**src/rtl/rv_mem_arbiter.sv**
```systemverilog
// Two-requester arbiter/sequencer for the shared instruction/data memory.
// One transaction at a time, fixed memory latency, round-robin on ties.
module rv_mem_arbiter #(
    parameter int ADDR_W  = 6,
    parameter int DATA_W  = 64,
    parameter int MEM_LAT = 1
) (
    input  logic              clk,
    input  logic              reset_n,
    input  logic              if_req,
    input  logic [ADDR_W-1:0] if_addr,
    output logic              if_gnt,
    output logic              if_rvalid,
    output logic [DATA_W-1:0] if_rdata,
    input  logic              ls_req,
    input  logic              ls_we,
    input  logic [ADDR_W-1:0] ls_addr,
    input  logic [DATA_W-1:0] ls_wdata,
    output logic              ls_gnt,
    output logic              ls_rvalid,
    output logic [DATA_W-1:0] ls_rdata,
    output logic              mem_en,
    output logic              mem_we,
    output logic [ADDR_W-1:0] mem_addr,
    output logic [DATA_W-1:0] mem_wdata,
    input  logic [DATA_W-1:0] mem_rdata,
    output logic              busy
);

    typedef enum logic [1:0] {IDLE, ACCESS, WAIT, RESP} state_t;

    localparam logic [2:0] LAT_LAST = 3'(MEM_LAT - 1);

    state_t     state;
    logic       last_ls;
    logic       cur_ls;
    logic       cur_we;
    logic [2:0] lat_cnt;
    logic       pick_ls;

    // On a tie the requester that did not own the previous grant wins.
    always_comb begin
        pick_ls = ls_req && !(if_req && last_ls);
    end

    always_ff @(posedge clk or negedge reset_n) begin
        if (!reset_n) begin
            state     <= IDLE;
            last_ls   <= 1'b1;
            cur_ls    <= 1'b0;
            cur_we    <= 1'b0;
            lat_cnt   <= 3'd0;
            if_gnt    <= 1'b0;
            if_rvalid <= 1'b0;
            if_rdata  <= '0;
            ls_gnt    <= 1'b0;
            ls_rvalid <= 1'b0;
            ls_rdata  <= '0;
            mem_en    <= 1'b0;
            mem_we    <= 1'b0;
            mem_addr  <= '0;
            mem_wdata <= '0;
            busy      <= 1'b0;
        end else begin
            if_gnt    <= 1'b0;
            ls_gnt    <= 1'b0;
            if_rvalid <= 1'b0;
            ls_rvalid <= 1'b0;
            mem_en    <= 1'b0;
            mem_we    <= 1'b0;
            mem_addr  <= '0;
            mem_wdata <= '0;
            case (state)
                IDLE: begin
                    busy <= if_req || ls_req;
                    if (if_req || ls_req) begin
                        cur_ls    <= pick_ls;
                        last_ls   <= pick_ls;
                        cur_we    <= pick_ls && ls_we;
                        if_gnt    <= !pick_ls;
                        ls_gnt    <= pick_ls;
                        mem_en    <= 1'b1;
                        mem_we    <= pick_ls && ls_we;
                        mem_addr  <= pick_ls ? ls_addr : if_addr;
                        mem_wdata <= pick_ls ? ls_wdata : '0;
                        state     <= ACCESS;
                    end
                end
                ACCESS: begin
                    lat_cnt <= 3'd1;
                    state   <= (MEM_LAT > 1) ? WAIT : RESP;
                end
                WAIT: begin
                    lat_cnt <= lat_cnt + 3'd1;
                    if (lat_cnt == LAT_LAST) begin
                        state <= RESP;
                    end
                end
                RESP: begin
                    // mem_rdata is valid this cycle; the response shows one cycle later.
                    if (cur_ls) begin
                        ls_rvalid <= 1'b1;
                        ls_rdata  <= cur_we ? '0 : mem_rdata;
                    end else begin
                        if_rvalid <= 1'b1;
                        if_rdata  <= mem_rdata;
                    end
                    state <= IDLE;
                end
                default: state <= IDLE;
            endcase
        end
    end

endmodule
```
**config.mk**
```make
export PLATFORM = sky130hd
export DESIGN_NAME = rv_mem_arbiter
export DESIGN_NICKNAME = d
export VERILOG_FILES = /design/src/rtl/rv_mem_arbiter.sv
export SDC_FILE = /design/constraint.sdc
export NUM_CORES = 1
export LEC_CHECK = 0
export BUFFER_PORTS_ARGS = -buffer_cell sky130_fd_sc_hd__buf_2
export CAP_MARGIN = 20
export CORE_AREA = 2 2 138 140
export CTS_CLUSTER_DIAMETER = 200
export DETAILED_ROUTE_END_ITERATION = 10
export DIE_AREA = 0 0 140 142
export GPL_TIMING_DRIVEN = 0
export PLACE_DENSITY = 0.85
export RECOVER_POWER = 100
export SLEW_MARGIN = 5
export SYNTH_ARGS = -nofsm -noshare
export SYNTH_HDL_FRONTEND = slang
export SYNTH_SLANG_ARGS = --single-unit
```
**constraint.sdc**
```tcl
create_clock -name clk -period 1.73 [get_ports clk]
set_input_delay 0.0865 -clock clk [delete_from_list [all_inputs] [get_ports clk]]
set_output_delay 0.0865 -clock clk [all_outputs]
set_load 0.01 [all_outputs]
```
---- After elaboration in Yosys (flattened, before gate mapping) ----
Cells that the tools add are included.
cells by class
  $add $sub $neg .......................... 1
  equality and inequality tests ........... 5
  mux-type cells .......................... 23
  bitwise logic cells ..................... 1
  reduce and logical (&&, ||, !) cells .... 13
operators by type and width
  cell                   number
  $mux W64               4
  $mux W6                3
  $mux W1                12
  $pmux W2 S4            1
  $reduce_and A2 Y1      4
  $pmux W3 S2            1
  $eq A2 B2 Y1 const B   2
  $mux W2                2
  $ne A2 B2 Y1 const B   2
  $add A3 B1 Y3 const B  1
  $logic_and A1 B1 Y1    3
  $logic_not A3 Y1       1
  $eq A2 B1 Y1 const B   1
  $logic_not A1 Y1       2
  $logic_not A2 Y1       1
  $reduce_bool A2 Y1     1
  $logic_or A1 B1 Y1     1
  $not A1 Y1             1
storage, ports and cells
  register bits after elaboration ......... 213
  input port bits ......................... 145
  output and inout bits ................... 205
  word-level logic and storage cells ...... 59

---- Depth between registers and ports, before layout ----
  depth in word-level cells ............... 6
  mapped depth ............................ 7

---- Worst setup path after synthesis ----
No wires, ideal clock.
  path type ............................... register -> register
  from .................................... reg state[1]
  to ...................................... reg if_rdata[14]
  arrival time ............................ 1296 ps
  required time ........................... 1605 ps
  setup slack ............................. 309 ps
  stages on the path, launching flop included .. 6
  buffers on the path ..................... 2
  clock period less this slack ............ 1421 ps
  cells stage by stage .................... dfrtp_1 -> ha_1 -> nand2b_1 -> buf_6 -> buf_6 -> mux2_4
on the way
  longest elaborated chain between the ends .. 2
RTL lines
  what                         RTL line  RTL
  start: declaration           34        state_t state;
  start signal: assignment     91        state <= (MEM_LAT > 1) ? WAIT : RESP;
  $eq A2 B2 Y1                 73        case (state)
  $reduce_and A2 Y1 (no line)  --
  end signal: assignment       106       if_rdata <= mem_rdata;
  end: declaration             14        output logic [DATA_W-1:0] if_rdata,
No other way between the ends.
A chain may end at the register's enable or synchronous reset.

---- Final worst setup path ----
  from .................................... reg state[1]
  to ...................................... reg ls_rdata[62]
on the way
  longest elaborated chain between the ends .. 2
RTL lines
  what                         RTL line  RTL
  $eq A2 B2 Y1                 73
  $reduce_and A2 Y1 (no line)  --
  end signal: assignment       103       ls_rdata <= cur_we ? '0 : mem_rdata;
  end: declaration             21        output logic [DATA_W-1:0] ls_rdata,
No other way between the ends.

==> summary.md <==
| Metric | Value |
|---|---|
| Htree depth | 1 |
| Slowest-stage cell, CP | dfrtp_1 |
| Max_slew headroom | 47.3% |
| EDFF count, synth | 0 |
| N_diodes | 0 |
| Outcome | finished, violations left |
| Library cells used by synthesis | 26 |
| Row cnt | 50 |
| Clk sink count | 213 |
| Worst-path fanout max | 10 |
| Clock Latency Late Sink | 0.50 ns |
| CTS tree | yes |
| Synthesized area per cell | 13.3 um2 |
| Initial core utilization | 44.1% |
| Commonest cells in the netlist | dfrtp_1, nand2_1, nand2b_1 |
| #FFs+latches synth | 213 |
| Data arrival, critical path | 2.02 ns |
| CORE AREA | 18500 um2 |
| Leakage | 5.99 nW |
| Post-synth top area cell | dfrtp_1 |
| Buf/Inv on CP | 3 |
| Crit path top cell by count | buf_4 |
| Die height | 142 um |
| Endpoints failing setup | 0 |
| Vias in the first global route | 7596 |
| Port Buffers | 349 |
| Fin crit period | 1.59 ns |
| Net count reported at finish | 1286 |
| R2r setup slk | 0.14 ns |
| Max-cap violations | 0 |
| DRT Wirelength | 25700 um |
| Clock skew | 0.00987 ns |
| Full die area | 19900 um2 |
| WS Path Type | flop to flop |
| Pwr Total | 20.7 mW |
| Leading cell type by number of instances after synthesis | dfrtp_1 |
| Post-Synthesis Cells | 614 |
| Hold Violations, Final | 0 |
| Post-synth top area share | 65.2% |
| Type of origin of the critical path | flop |
| Layout Cells excl Fill | 1386 |
| Final worst-path cycle share | 92.0% |
| Initial DRC count | 272 |
| Syn. warnings | 0 |
| Cell Pwr Density | 1690 nW/um2 |
| RSZ-0062 raised after global routing | no |
| CP endpoint kind | flop |
| Clk slew on worst S/H paths | 0.07 ns |
| First-pass DRT Iterations | 9 |
| Residual DRC | 20 |
| Slowest stage delay, CP | 0.41 ns |
| First-pass GRT wire length | 39700 um |
| Total GRT Usage | 25.4% |
| Share of cells above drive strength 1 | 24.4% |
| Worst-case clock buffer depth | 3 |
| Largest net degree at the start of global routing | 111 |
| Critical path's top delay family | buffers and inverters |
| Vias | 6870 |
| DP Worst Slack | -0.0410 ns |
| Post-Place Cells | 1198 |
| DR WL/cell | 18.6 um |
| Failing checks | DRC |
| Synth top area cells | dfrtp_1, mux2_4, nand2b_1 |
| Gr ovfl total | 0 |
| Fmax | 628 MHz |
| Final Core Density | 66.5% |
| Reg2reg path depth | 7 |
| Count of pins over their slew limit | 0 |
| Routed vias/inst | 4.96 |
| Layout Area Growth over Synthesis | 50.7% |
| IO Pins | 350 |
| Syn Nets | 764 |
| Detail Route Antenna Nets | 0 |
| GPL Wtd Cong | 0.858 |
| Cell Chain, Critical Path | ha_1 -> nand2_1 -> buf_4 -> buf_4 -> buf_4 -> nand2_1 -> o21ai_1 |
| Required time worst endpoint | 2.16 ns |
| Die boundary width | 140 um |
| WP depth | 7 |
| Initial antenna violation count | 1 |
| Root Driver | clkbuf_16 |
| Num CTS Buffers | 23 |
| Mapped cell area | 8140 um2 |
| Worst Max-Slew Pin Slew | 0.791 ns |
| Final worst slack | 0.138 ns |
| Post-synth ARST share | 100% |
| Register area share after synthesis | 65.5% |
| Worst min path class | primary input to asynchronous set/reset pin |
| Top FF cell, synth | dfrtp_1 |
| DP HPWL | 15500 um |
| Max IR drop VDD | 1.03 mV |
## state kept, by name (all words and copies together), names as in the netlist, 2 cells and up
signal,count
state,2
ls_rdata,64
mem_addr,6
lat_cnt,3
if_rdata,64
mem_wdata,64
## placed cells by master, fill, tap and decap left out, types with 2 or more instances in the layout
master	Yosys	layout
clkbuf_1	16	218
mux2_2	16	16
o21ai_0	58	58
clkbuf_8	0	4
inv_1	9	9
dfrtp_1	212	212
and2_1	65	65
a21oi_2	1	2
buf_4	1	5
o21ai_1	9	9
buf_2	7	147
ha_1	5	4
clkbuf_2	0	7
nand3_1	2	2
clkbuf_16	0	23
a22o_1	7	7
inv_6	0	2
nand2b_1	66	66
dlygate4sd3_1	0	144
buf_6	12	12
nand2_1	67	67
a21o_1	2	2
bufinv_16	0	4
mux2_4	49	49
nor2_1	2	2
clkinv_2	0	3
## kinds of logic (layout without fill, tap and decap cells)
kind of cell | Yosys count | after routing | share of synthesized area (%)
buf+inv | 45 | 583 | 3.33
fa+ha+maj | 5 | 5 | 0.768
simple gates | 203 | 203 | 13.5
compound gates | 82 | 82 | 5.58
flops | 213 | 213 | 65.5
mux | 66 | 66 | 11.4
## repair_timing
| action | CTS | global route |
|---|---|---|
| gates cloned | 0 | 0 |
| endpoints found under the setup margin | 21 | 72 |
| resized for setup | 7 | 5 |
| hold buffers | 144 | 0 |
| endpoints found under the hold margin | 304 | 0 |
| buffers inserted | 0 | 3 |
## layer usage
layer	track usage (%)	vias up	share of wire, %
met3	5.11	93	7.0
met4	12.9	2	4.9
li1	-	3055	-
met5	0	-	0.050
met1	28.7	3371	36
met2	45.8	349	52
## worst paths after layout
path | from | end
max reg2reg | state[1]$_DFFE_PN0P_ | ls_rdata[62]$_DFFE_PN0P_
min | reset_n | ls_rdata[44]$_DFFE_PN0P_
max | state[1]$_DFFE_PN0P_ | ls_rdata[62]$_DFFE_PN0P_
max in group asynchronous | reset_n | mem_wdata[36]$_DFF_PN0_
min in group clk | ls_wdata[9] | mem_wdata[9]$_DFF_PN0_
min reg2reg | ls_rdata[3]$_DFFE_PN0P_ | ls_rdata[3]$_DFFE_PN0P_
## power breakdown
group / switching [mW] / internal, mW / total, mW
clock network: 2.00 / 3.22 / 5.23
logic: 4.15 / 3.56 / 7.71
registers: 0.990 / 6.77 / 7.76
total: 7.15 / 13.6 / 20.7
## worst reg2reg max path, cell delays in order, from the launching register on
cell     delay, ns
dfrtp_1       0.41
ha_1          0.22
nand2_1       0.14
buf_4         0.20
buf_4         0.20
buf_4         0.20
nand2_1       0.08
o21ai_1       0.08
## layout make-up
| type | instances | area (um2) |
|---|---|---|
| inverter | 9 | 33.8 |
| tap | 234 | 293 |
| multi-input combinational | 356 | 2550 |
| timing repair buffer | 497 | 2990 |
| sequential | 213 | 5330 |
| clock inverter | 11 | 169 |
| buffer | 36 | 250 |
| clock buffer | 30 | 642 |
| fill | 1355 | 6190 |
## stage by stage
step           setup TNS [ns]  hold WS, ns  cell area [um2]
2_1_floorplan               0       -0.209             8140
3_3_place_gp          -615.84        0.292            10200
3_5_place_dp           -0.271        0.184            10200
4_1_cts                     0        0.240            12500
5_1_grt                     0        0.292            12300
6_report                    0        0.207            12300
Power figures use the tool's default switching activity.
